File: src/rtl/cpu_uart_port.sv
// cpu_uart_port: CPU-side UART peripheral. Transmits the low byte of each
// accepted write as an 8N1 frame and receives 8N1 frames into an
// interrupt-flagged read register.
//
// Both TX and RX use the same four-state sequence:
//   state    | meaning
//   ST_IDLE  | line idle, waiting for w_req (TX) or a synchronized low (RX)
//   ST_START | start bit: TX drives 0 for one bit, RX waits half a bit and re-checks
//   ST_DATA  | eight data bits, LSB first, one bit-time each
//   ST_STOP  | stop bit: TX drives 1, RX samples and delivers/drops the byte
module cpu_uart_port #(
    parameter int CLKS_PER_BIT = 868
) (
    input  logic        clk,
    input  logic        rst_n,
    input  logic        w_req,
    input  logic [31:0] w_data,
    output logic        w_busy,
    output logic        irr,
    output logic [31:0] r_data,
    input  logic        ack,
    input  logic        uart_rx,
    output logic        uart_tx,
    output logic        rx_overrun,
    output logic        rx_frame_err
);

    localparam int CNT_W = (CLKS_PER_BIT > 2) ? $clog2(CLKS_PER_BIT) : 1;
    localparam logic [CNT_W-1:0] BIT_LAST  = CNT_W'(CLKS_PER_BIT - 1);
    localparam logic [CNT_W-1:0] HALF_LAST = CNT_W'(CLKS_PER_BIT / 2 - 1);
    localparam logic [CNT_W-1:0] CNT_ONE   = CNT_W'(1);

    typedef enum logic [1:0] {ST_IDLE, ST_START, ST_DATA, ST_STOP} uart_state_t;

    // Only the low byte of a write is transmitted.
    logic unused_w_data;
    assign unused_w_data = ^w_data[31:8];

    uart_state_t      tx_state, tx_state_nxt;
    logic [CNT_W-1:0] tx_cnt, tx_cnt_nxt;
    logic [2:0]       tx_idx, tx_idx_nxt;
    logic [7:0]       tx_byte, tx_byte_nxt;
    logic             tx_line_nxt, tx_busy_nxt;

    uart_state_t      rx_state, rx_state_nxt;
    logic [CNT_W-1:0] rx_cnt, rx_cnt_nxt;
    logic [2:0]       rx_idx, rx_idx_nxt;
    logic [7:0]       rx_shift, rx_shift_nxt;
    logic [7:0]       r_byte, r_byte_nxt;
    logic             irr_nxt, overrun_nxt, frame_err_nxt;
    logic [1:0]       rx_sync;
    logic             rx_s;

    assign rx_s   = rx_sync[1];
    assign r_data = {24'b0, r_byte};

    // TX state register; uart_tx and w_busy are registered outputs.
    always_ff @(posedge clk or negedge rst_n) begin
        if (!rst_n) begin
            tx_state <= ST_IDLE;
            tx_cnt   <= '0;
            tx_idx   <= '0;
            tx_byte  <= '0;
            uart_tx  <= 1'b1;
            w_busy   <= 1'b0;
        end else begin
            tx_state <= tx_state_nxt;
            tx_cnt   <= tx_cnt_nxt;
            tx_idx   <= tx_idx_nxt;
            tx_byte  <= tx_byte_nxt;
            uart_tx  <= tx_line_nxt;
            w_busy   <= tx_busy_nxt;
        end
    end

    // TX next state: bit-timer counts down and each state advances at terminal count.
    always_comb begin
        tx_state_nxt = tx_state;
        tx_cnt_nxt   = tx_cnt;
        tx_idx_nxt   = tx_idx;
        tx_byte_nxt  = tx_byte;
        tx_line_nxt  = uart_tx;
        tx_busy_nxt  = w_busy;
        case (tx_state)
            ST_IDLE: begin
                if (w_req) begin
                    tx_byte_nxt  = w_data[7:0];
                    tx_busy_nxt  = 1'b1;
                    tx_line_nxt  = 1'b0;
                    tx_cnt_nxt   = BIT_LAST;
                    tx_state_nxt = ST_START;
                end
            end
            ST_START: begin
                if (tx_cnt == '0) begin
                    tx_line_nxt  = tx_byte[0];
                    tx_idx_nxt   = 3'd0;
                    tx_cnt_nxt   = BIT_LAST;
                    tx_state_nxt = ST_DATA;
                end else begin
                    tx_cnt_nxt = tx_cnt - CNT_ONE;
                end
            end
            ST_DATA: begin
                if (tx_cnt == '0) begin
                    tx_cnt_nxt = BIT_LAST;
                    if (tx_idx == 3'd7) begin
                        tx_line_nxt  = 1'b1;
                        tx_state_nxt = ST_STOP;
                    end else begin
                        tx_idx_nxt  = tx_idx + 3'd1;
                        tx_line_nxt = tx_byte[tx_idx + 3'd1];
                    end
                end else begin
                    tx_cnt_nxt = tx_cnt - CNT_ONE;
                end
            end
            ST_STOP: begin
                if (tx_cnt == '0) begin
                    tx_busy_nxt  = 1'b0;
                    tx_state_nxt = ST_IDLE;
                end else begin
                    tx_cnt_nxt = tx_cnt - CNT_ONE;
                end
            end
            default: tx_state_nxt = ST_IDLE;
        endcase
    end

    // Two-flop synchronizer for the asynchronous serial input; idles high.
    always_ff @(posedge clk or negedge rst_n) begin
        if (!rst_n) rx_sync <= 2'b11;
        else        rx_sync <= {rx_sync[0], uart_rx};
    end

    // RX state register plus the read register, irr and error pulses.
    always_ff @(posedge clk or negedge rst_n) begin
        if (!rst_n) begin
            rx_state     <= ST_IDLE;
            rx_cnt       <= '0;
            rx_idx       <= '0;
            rx_shift     <= '0;
            r_byte       <= '0;
            irr          <= 1'b0;
            rx_overrun   <= 1'b0;
            rx_frame_err <= 1'b0;
        end else begin
            rx_state     <= rx_state_nxt;
            rx_cnt       <= rx_cnt_nxt;
            rx_idx       <= rx_idx_nxt;
            rx_shift     <= rx_shift_nxt;
            r_byte       <= r_byte_nxt;
            irr          <= irr_nxt;
            rx_overrun   <= overrun_nxt;
            rx_frame_err <= frame_err_nxt;
        end
    end

    // RX next state: half-bit wait to reach bit centre, then full-bit samples.
    // A byte completing in the same cycle as ack replaces the pending one.
    always_comb begin
        rx_state_nxt  = rx_state;
        rx_cnt_nxt    = rx_cnt;
        rx_idx_nxt    = rx_idx;
        rx_shift_nxt  = rx_shift;
        r_byte_nxt    = r_byte;
        irr_nxt       = irr & ~ack;
        overrun_nxt   = 1'b0;
        frame_err_nxt = 1'b0;
        case (rx_state)
            ST_IDLE: begin
                if (!rx_s) begin
                    rx_cnt_nxt   = HALF_LAST;
                    rx_state_nxt = ST_START;
                end
            end
            ST_START: begin
                if (rx_cnt == '0) begin
                    if (!rx_s) begin
                        rx_cnt_nxt   = BIT_LAST;
                        rx_idx_nxt   = 3'd0;
                        rx_state_nxt = ST_DATA;
                    end else begin
                        rx_state_nxt = ST_IDLE;
                    end
                end else begin
                    rx_cnt_nxt = rx_cnt - CNT_ONE;
                end
            end
            ST_DATA: begin
                if (rx_cnt == '0) begin
                    rx_shift_nxt = {rx_s, rx_shift[7:1]};
                    rx_cnt_nxt   = BIT_LAST;
                    if (rx_idx == 3'd7) rx_state_nxt = ST_STOP;
                    else                rx_idx_nxt   = rx_idx + 3'd1;
                end else begin
                    rx_cnt_nxt = rx_cnt - CNT_ONE;
                end
            end
            ST_STOP: begin
                if (rx_cnt == '0) begin
                    rx_state_nxt = ST_IDLE;
                    if (rx_s) begin
                        if (!irr || ack) begin
                            r_byte_nxt = rx_shift;
                            irr_nxt    = 1'b1;
                        end else begin
                            overrun_nxt = 1'b1;
                        end
                    end else begin
                        frame_err_nxt = 1'b1;
                    end
                end else begin
                    rx_cnt_nxt = rx_cnt - CNT_ONE;
                end
            end
            default: rx_state_nxt = ST_IDLE;
        endcase
    end

endmodule

File: config.mk
export PLATFORM = sky130hd
export DESIGN_NAME = cpu_uart_port
export DESIGN_NICKNAME = d
export VERILOG_FILES = /design/src/rtl/cpu_uart_port.sv
export SDC_FILE = /design/constraint.sdc
export NUM_CORES = 1
export LEC_CHECK = 0
export BUFFER_PORTS_ARGS = -buffer_cell sky130_fd_sc_hd__buf_2
export CORE_UTILIZATION = 49
export DETAILED_ROUTE_END_ITERATION = 6
export GPL_TIMING_DRIVEN = 0
export HOLD_SLACK_MARGIN = 0.06
export PLACE_DENSITY = 0.76
export SLEW_MARGIN = 20
export SYNTH_ARGS = -nofsm -noshare
export SYNTH_HDL_FRONTEND = slang
export SYNTH_SLANG_ARGS = --single-unit
File: constraint.sdc
create_clock -name clk -period 2.13 [get_ports clk]
set_clock_uncertainty 0.15 [all_clocks]
set_input_delay 0.426 -clock clk [delete_from_list [all_inputs] [get_ports clk]]
set_output_delay 0.426 -clock clk [all_outputs]
set_load 0.02 [all_outputs]
==> results.md, run 1 <==
### Routing
- 148 — Initial DRC Count
- 2,783 — DR vias
- 0 — remaining routing DRC violations
- 7660 um — aggregate routed wire length
- 5.51 — vias per cell
- 0 — number of nets with antenna violations after detailed routing
- 5 — total iterations of the first detailed-routing run
- 15.2 um — DR WL/cell

### Yosys
- 61 — register bit count reported by yosys
- 1.00 — proportion of register bits with asynchronous set or reset after synthesis
- sky130_fd_sc_hd__dfrtp_1 — most used flip-flop cell after synthesis
- 324 — number of standard cells after synthesis
- 0 — number of synthesized flops with an enable pin
- 60 — number of different library cells in the post-synthesis netlist
- 0.443 — sequential area share after synthesis
- 3450 um^2 — netlist area before placement
- 0 — total of warnings raised by yosys
- 10.7 um^2 — post-synthesis area per instance

### Floorplanning
- 86.0 um — die height
- 86.0 um — die span in x
- 6790 um^2 — Floorplan Core Area
- 7390 um^2 — total die area
- 74 — Ports
- 0.508 — starting utilization of the core area
- 30 — row count

### STA
- 0.492 — Max-Slew Margin vs Limit
- 440 MHz — Achievable Freq
- 20 — # setup viols final
- -142 ps — worst path setup slack after routing
- 1.07 — post-route fraction of the period consumed by the critical path
- yes — setup repair after global routing missed its margin
- 2270 ps — shortest period the worst path allows
- 0 — final count of hold timing violations
- 763 ps — Worst-Margin Slew
- -890 ps — total negative setup slack
- 0 — max-slew violation total from the final report

### Pwr
- 2.08 nW — leakage component of the power
- 0.556 mV — maximum vdd drop
- 928 nW/um^2 — total power per unit cell area
- 2.69 mW — internal power consumption
- 4.07 mW — total power draw
- 0.333 — combinational cell fraction of total power
- 1.38 mW — reported net switching power
- 0.339 — switching power as a share of total power
- 0.281 — clock network fraction of total power
- 0.385 — share of power burned in registers

### Placement
- 468 — number of cells after detailed placement
- 25 — count of buffers from port buffering
- -310 ps — worst setup timing slack at the placement stage
- 0.873 — routability cong.
- 4570 um — estimated wirelength of the detail-placed design

### Global routing
- 62 — pin count of the biggest net entering global routing
- 2,575 — via count of the first global-routing pass
- 11,600 um — first-pass GRT wire length
- 0 — initial antenna violation count
- 0 — leftover overflow at the end of global routing
- 0.201 — GR Util All Layers

### Clock tree
- sky130_fd_sc_hd__clkbuf_8 — CTS root buf
- yes — clock tree from TritonCTS
- 9 — total clock buffers created by CTS
- 2 — Clock Tree Buf Depth
- 70 ps — clock-pin slew on the worst setup and hold paths
- 61 — clock sink count
- 340 ps — insertion delay to the later sink of the worst-skew pair
- 3 — H-tree Lvls

### Run status
- negative setup slack — failing checks
- complete, but fails checks — status

### Min path
- 2 — count of cells along the worst hold path
- in2reg — type of the tightest min-delay check

### Setup path
- reg2reg — type of the worst setup path
- inv_2, ha_4, nor4b_4, buf_4, nand3_4, a222oi_1, buf_4, buf_4, o21ai_2 — critical path cell sequence
- 9 — reg2reg path depth
- 8 — maximum fanout count along the critical path
- 490 ps — Worst path max stage delay
- 2210 ps — Worst EP required
- sky130_fd_sc_hd__a222oi_1 — CP max stage cell
- 2350 ps — worst path arrival time
- sky130_fd_sc_hd__buf_4 — most used cell along the critical path
- flop — nature of the critical path startpoint
- flop — capturing element type of the critical path

### Layout
- 0.377 — share of post-route cells with drive strength above 1
- 505 — post-route non-filler standard cell count
- 0 — ANT cells
- 27.1% — layout overhead on the synthesized area
- 459 — post-layout net count
- sky130_fd_sc_hd__dfrtp_1 — most common cell after layout, fill and taps aside
- sky130_fd_sc_hd__dfrtp_1 (57), sky130_fd_sc_hd__buf_4 (45), sky130_fd_sc_hd__conb_1 (24), sky130_fd_sc_hd__buf_2 (24) — most frequent cells in the layout

### Job
- 0 — Max-Cap Viols

## worst paths after layout
kind                                  startpoint                       to  slack, ps
max in group asynchronous                  rst_n    rx_cnt[2]$_DFFE_PN0P_        740
setup / recovery           rx_cnt[1]$_DFFE_PN0P_  rx_state[0]$_DFFE_PN0P_       -140
min in group asynchronous                  rst_n    tx_cnt[8]$_DFFE_PN0P_        540
hold / removal                         w_data[5]   tx_byte[5]$_DFFE_PN0P_        170
setup reg to reg           rx_cnt[1]$_DFFE_PN0P_  rx_state[0]$_DFFE_PN0P_       -140
hold reg to reg             rx_sync[0]$_DFF_PN1_     rx_sync[1]$_DFF_PN1_        210
## metrics by stage
| stage | utilization | hold slack [ps] | area, um^2 |
|---|---|---|---|
| floorplan | - | -19.6 | 3540 |
| global placement | 0.557 | 196 | 3790 |
| detailed placement | 0.558 | 198 | 3790 |
| CTS | 0.615 | 159 | 4180 |
| global route | 0.646 | 151 | 4390 |
| finish | 0.646 | 169 | 4390 |
## routing by layer
| layer | wire, um | part of all wire | global-route usage |
|---|---|---|---|
| met1 | 3190 | 0.42 | 0.240 |
| met2 | 3910 | 0.51 | 0.336 |
| met3 | 415 | 0.054 | 0.0645 |
| met4 | 148 | 0.019 | 0.0773 |
| met5 | 0 | 0 | 0 |
## power by group through the flow
stage	clock [mW]	sequential, mW	combinational, mW
4_1_cts	1.16	1.56	1.26
5_1_grt	1.23	1.60	1.51
2_1_floorplan	0	1.54	0.982
3_3_place_gp	0	1.56	1.19
6_report	1.15	1.57	1.36
3_5_place_dp	0	1.58	1.23
## kinds of logic after synthesis
| kind of cell | share of synthesized area |
|---|---|
| adders and majority gates | 0.0652 |
| muxes | 0.0971 |
| and+or+nand+nor | 0.132 |
| buffers and inverters | 0.0841 |
| AOI/OAI and AO/OA | 0.178 |
| other | 0.00109 |
| DFF | 0.443 |
## state kept, by name (all words and copies together), names as in the netlist, named ones only
| signal | flops |
|---|---|
| tx_state | 2 |
| rx_sync | 2 |
| rx_frame_err | 1 |
| tx_cnt | 10 |
| rx_shift | 8 |
| uart_tx | 1 |
| rx_state | 1 |
| rx_cnt | 10 |
| tx_byte | 8 |
| irr | 1 |
| r_byte | 8 |
| w_busy | 1 |
| rx_overrun | 1 |
| rx_idx | 3 |
| tx_idx | 3 |
## synth_stat cells, types with 2 or more instances
cell	number	share of area
sky130_fd_sc_hd__nor3_4	2	0.0094
sky130_fd_sc_hd__inv_1	20	0.022
sky130_fd_sc_hd__mux2i_1	2	0.0058
sky130_fd_sc_hd__or4_1	2	0.0043
sky130_fd_sc_hd__nand2b_1	3	0.0054
sky130_fd_sc_hd__a22oi_1	2	0.0043
sky130_fd_sc_hd__nor4_1	3	0.0054
sky130_fd_sc_hd__mux4_2	2	0.013
sky130_fd_sc_hd__o22ai_1	2	0.0036
sky130_fd_sc_hd__a2111oi_0	2	0.0051
sky130_fd_sc_hd__o31a_1	3	0.0076
sky130_fd_sc_hd__nor2_1	19	0.021
sky130_fd_sc_hd__nand3_1	6	0.0087
sky130_fd_sc_hd__ha_1	18	0.065
sky130_fd_sc_hd__o21ai_0	21	0.030
sky130_fd_sc_hd__nand2_1	14	0.015
sky130_fd_sc_hd__or3_1	3	0.0054
sky130_fd_sc_hd__clkbuf_1	5	0.0054
sky130_fd_sc_hd__dfstp_2	3	0.023
sky130_fd_sc_hd__dfrtp_1	58	0.42
sky130_fd_sc_hd__a31oi_1	5	0.0091
sky130_fd_sc_hd__nor3_1	6	0.0087
sky130_fd_sc_hd__a211oi_1	4	0.0087
sky130_fd_sc_hd__a21oi_1	18	0.026
sky130_fd_sc_hd__a311oi_1	2	0.0051
sky130_fd_sc_hd__a22o_1	7	0.018
sky130_fd_sc_hd__or2_2	3	0.0054
sky130_fd_sc_hd__o22a_1	7	0.018
sky130_fd_sc_hd__buf_4	25	0.054
sky130_fd_sc_hd__o21bai_1	3	0.0065
sky130_fd_sc_hd__o2bb2ai_1	2	0.0051
sky130_fd_sc_hd__mux2_2	24	0.078
## critical path, delay by kind of cell (launching register included)
kind            cells  cell delay (ps)
buf+inv             4              600
simple gates        2              330
compound gates      2              540
fa+ha+maj           1              130
flops               1              400
## what timing repair did
item,4_1_cts,5_1_grt
cloned,0,0
endpoints found under the hold margin,59,0
hold buffers,2,0
pin swaps,4,6
buffers inserted,11,10
gates resized for setup,14,38
setup endpoints to repair,39,40
## layout make-up
class | instances | area (um^2)
buffer | 30 | 224
clock buffer | 10 | 138
clock inverter | 6 | 86.3
fill | 485 | 2410
inverter | 20 | 75.1
multi-input combinational | 234 | 1890
sequential | 61 | 1530
tap | 96 | 120
timing repair buffer | 48 | 322
Note: power is estimated with default switching activity, not from simulation.
==> inputs of run 2 (changes only) <==
--- a/config.mk
+++ b/config.mk
@@ -5,8 +5,9 @@
 export SDC_FILE = /design/constraint.sdc
 export NUM_CORES = 1
 export LEC_CHECK = 0
+export ABC_AREA = 1
 export BUFFER_PORTS_ARGS = -buffer_cell sky130_fd_sc_hd__buf_2
-export CORE_UTILIZATION = 49
+export CORE_UTILIZATION = 50
 export DETAILED_ROUTE_END_ITERATION = 6
 export GPL_TIMING_DRIVEN = 0
 export HOLD_SLACK_MARGIN = 0.06
==> run 2 against run 1 <==
Effect of this change: the run now ends clean; final cell count rose by 30%; first-iteration DRC count fell by 8.1%; critical endpoint is now rx_cnt[8]$_DFFE_PN0P_; setup slack improved by 350 ps; die area rose by 5.1%; combinational power fell by 92%; sequential share of layout area rose by 0.73 points; routed wire length fell by 2.4%; sequential power fell by 26%; synthesized area rose by 7.4%; register-to-register slack improved by 350 ps; total power fell by 40%.
==> results.md, run 2 <==
### Pwr
- 0.220 — switching power as a share of total power, -0.119
- 0.533 mW — reported net switching power, -61%
- 0.047 — combinational cell fraction of total power, -0.286
- 0.479 — share of power burned in registers, +0.094
- 2.42 mW — total power draw, -40%
- 565 nW/um^2 — total power per unit cell area, -39%
- 2.41 nW — leakage component of the power, +16%
- 0.474 — clock network fraction of total power, +0.193
- 0.435 mV — maximum vdd drop, -22%
- 1.89 mW — internal power consumption, -30%

### Clock tree
- 9 — total clock buffers created by CTS, unchanged
- 61 — clock sink count, unchanged
- 2 — Clock Tree Buf Depth, unchanged
- 70 ps — clock-pin slew on the worst setup and hold paths, about the same
- 340 ps — insertion delay to the later sink of the worst-skew pair, about the same
- sky130_fd_sc_hd__clkbuf_8 — CTS root buf
- yes — clock tree from TritonCTS
- 3 — H-tree Lvls, unchanged
- 0 — post-CTS setup buffer count, -11

### Floorplanning
- 31 — row count, +3.3%
- 74 — Ports, unchanged
- 7760 um^2 — total die area, +5.1%
- 88.1 um — die height, +2.5%
- 88.1 um — die span in x, +2.5%
- 0.514 — starting utilization of the core area, +0.00559
- 7210 um^2 — Floorplan Core Area, +6.2%

### Layout
- 607 — post-layout net count, +32%
- 655 — number of filler cells placed in the layout, +35%
- 656 — post-route non-filler standard cell count, +30%
- 1780 um^2 — footprint of the multi-input gates, -5.9%
- sky130_fd_sc_hd__nand2_1 — most common cell after layout, fill and taps aside
- rx_cnt (10), tx_cnt (10) — registers with the highest flip-flop counts
- sky130_fd_sc_hd__nand2_1 (149), sky130_fd_sc_hd__inv_1 (62), sky130_fd_sc_hd__dfrtp_1 (58), sky130_fd_sc_hd__nand3_1 (39), sky130_fd_sc_hd__nor2_1 (39) — most frequent cells in the layout
- 0 — ANT cells, unchanged
- 0.189 — share of post-route cells with drive strength above 1, -0.188
- 15.8% — layout overhead on the synthesized area
- 1530 um^2 — flip-flop and latch area, about the same

### STA
- 0 ps — total negative setup slack, +890 ps
- 0 — # setup viols final, -100%
- 762 ps — Worst-Margin Slew, -0.894 ps
- 0.492 — Max-Slew Margin vs Limit, +0.000596
- 205 ps — worst path setup slack after routing, +347 ps
- 0 — max-slew violation total from the final report, unchanged
- no — setup repair after global routing missed its margin
- 0.904 — post-route fraction of the period consumed by the critical path, -0.163
- 1920 ps — shortest period the worst path allows, -347 ps
- 0 — final count of hold timing violations, unchanged
- 520 MHz — Achievable Freq, +18%

### Routing
- 136 — Initial DRC Count, -8.1%
- 4.83 — vias per cell, -12%
- 11.4 um — DR WL/cell, -25%
- 5 — total iterations of the first detailed-routing run, unchanged
- 3,171 — DR vias, +14%
- 0 — number of nets with antenna violations after detailed routing, unchanged
- 0 — remaining routing DRC violations, unchanged
- 7480 um — aggregate routed wire length, -2.4%

### Global routing
- 0 — initial antenna violation count, unchanged
- 0 — leftover overflow at the end of global routing, unchanged
- 0.199 — GR Util All Layers, -0.00150
- 12,000 um — first-pass GRT wire length, +3.9%
- 62 — pin count of the biggest net entering global routing, unchanged
- 2,833 — via count of the first global-routing pass, +10%

### Run status
- complete, no violations — status

### Min path
- in2reg — type of the tightest min-delay check
- w_data[0] — launch point of the worst hold path

### Setup path
- 8 — maximum fanout count along the critical path, unchanged
- sky130_fd_sc_hd__dfrtp_1 — CP max stage cell
- 2040 ps — worst path arrival time, -310 ps
- reg2reg — type of the worst setup path
- rx_state[0]$_DFFE_PN0P_ — startpoint of the most critical setup path
- flop — capturing element type of the critical path
- rx_state[0]$_DFFE_PN0P_ — RR Startpoint
- flop — nature of the critical path startpoint
- 430 ps — Worst path max stage delay, -60 ps
- ha_1, inv_1, nand2_1, nand4_2, nand2_1, inv_1, nor2_1, a21oi_1 — critical path cell sequence
- 2240 ps — Worst EP required, +30 ps

### Yosys
- 491 — number of standard cells after synthesis, +52%
- 61 — register bit count reported by yosys, unchanged
- 0 — number of synthesized flops with an enable pin, unchanged
- 3710 um^2 — netlist area before placement, +7.4%
- 30 — number of different library cells in the post-synthesis netlist, -50%
- sky130_fd_sc_hd__nand2_1 — most frequently used cell type in the post-synthesis netlist
- sky130_fd_sc_hd__nand2_1 (149), sky130_fd_sc_hd__inv_1 (63), sky130_fd_sc_hd__dfrtp_1 (58) — top cells by instance count after synthesis
- 0 — total of warnings raised by yosys, unchanged
- 7.55 um^2 — post-synthesis area per instance, -29%
- sky130_fd_sc_hd__dfrtp_1 — most used flip-flop cell after synthesis
- sky130_fd_sc_hd__dfrtp_1 — cell type contributing the most total cell area after synthesis
- 1.00 — proportion of register bits with asynchronous set or reset after synthesis, unchanged
- 0.413 — sequential area share after synthesis, -0.0304
- sky130_fd_sc_hd__dfrtp_1 (39%), sky130_fd_sc_hd__nand2_1 (15%), sky130_fd_sc_hd__inv_1 (6.4%) — cell types occupying the most area after synthesis
- 0.391 — portion of synthesized cell area occupied by the leading cell type, -0.0288

### Placement
- 638 — number of cells after detailed placement, +36%
- 25 — count of buffers from port buffering, unchanged
- 200 ps — worst setup timing slack at the placement stage, +510 ps
- 0.875 — routability cong., +0.23%
- 5450 um — estimated wirelength of the detail-placed design, +19%

### Job
- 0 — Max-Cap Viols, unchanged

-- run 2: cell types whose count changed in the layout (fill, tap and decap cells not counted), moves of 5 or more --
cell | before | now
sky130_fd_sc_hd__a22o_1 | 7 | 0
sky130_fd_sc_hd__nor2_1 | 19 | 39
sky130_fd_sc_hd__nand2_1 | 14 | 149
sky130_fd_sc_hd__o21ai_2 | 2 | 9
sky130_fd_sc_hd__inv_1 | 18 | 62
sky130_fd_sc_hd__nand2_2 | 0 | 5
sky130_fd_sc_hd__mux2_4 | 8 | 0
sky130_fd_sc_hd__nand4_1 | 1 | 7
sky130_fd_sc_hd__o21ai_0 | 19 | 29
sky130_fd_sc_hd__mux2_2 | 16 | 0
sky130_fd_sc_hd__buf_4 | 45 | 27
sky130_fd_sc_hd__o22a_1 | 7 | 0
sky130_fd_sc_hd__nand3_1 | 5 | 39
sky130_fd_sc_hd__a31oi_1 | 5 | 0
-- run 2: path summary, 6_finish.rpt --
path,to,slack [ps],depth (start not counted)
worst max register to register,rx_cnt[8]$_DFFE_PN0P_,210,8
worst max-delay path,rx_cnt[8]$_DFFE_PN0P_,210,8
worst min-delay path,tx_byte[0]$_DFFE_PN0P_,130,3
min in group asynchronous,tx_cnt[6]$_DFFE_PN0P_,550,2
worst min register to register,rx_sync[1]$_DFF_PN1_,210,0
max in group asynchronous,irr$_DFF_PN0_,760,2
-- run 2: area by class of cell --
type | count | area share
Buffer | 29 | 0.0519
Clock buffer | 10 | 0.0321
Clock inverter | 6 | 0.0201
Inverter | 70 | 0.0618
Multi-Input combinational cell | 354 | 0.415
Sequential cell | 61 | 0.356
Tap cell | 99 | 0.0288
Timing Repair Buffer | 27 | 0.0344
-- run 2: timing repair --
item | in CTS | in global routing
hold buffers | 2 | 0
endpoints found under the setup margin | 0 | 5
resized for setup | 0 | 3
endpoints found under the hold margin | 59 | 0
-- run 2: per-stage QoR --
| stage | util | hold WS [ps] | cell area (um^2) |
|---|---|---|---|
| 3_3_place_gp | 0.560 | 196 | 4040 |
| 5_1_grt | 0.595 | 117 | 4290 |
| 4_1_cts | 0.595 | 120 | 4290 |
| 3_5_place_dp | 0.561 | 199 | 4050 |
| 2_1_floorplan | - | -19.6 | 3790 |
| 6_report | 0.595 | 126 | 4290 |
-- run 2: critical path, delay by kind of cell, from the launching register on --
family | cells | cell delay [ps]
adder cells (fa/ha/maj) | 1 | 280
flip-flops | 1 | 430
AND/OR/NAND/NOR | 4 | 450
buffers and inverters | 2 | 410
AO/OA/AOI/OAI | 1 | 130
-- run 2: cell families (layout without fill, tap and decap cells) --
| family | Yosys count | after routing | synth area share |
|---|---|---|---|
| DFF | 61 | 61 | 0.413 |
| other | 1 | 24 | 0.00101 |
| buffers and inverters | 99 | 142 | 0.131 |
| adders and majority gates | 18 | 18 | 0.0608 |
| xor gates and xnor gates | 3 | 3 | 0.00709 |
| AOI/OAI and AO/OA | 56 | 56 | 0.0857 |
| and+or+nand+nor | 253 | 253 | 0.302 |
-- run 2: routing by layer --
layer	GRT usage	part of all wire
met1	0.229	0.43
met3	0.0537	0.045
met5	0	0
met4	0.0572	0.013
met2	0.362	0.51
-- run 2: power by group through the flow --
stage               registers, mW  logic, mW  clock network, mW
global route                 1.16      0.127               1.22
CTS                          1.16      0.114               1.17
global placement             1.18      0.110                  0
floorplan                    1.18     0.0754                  0
finish                       1.16      0.113               1.15
detailed placement           1.18      0.111                  0
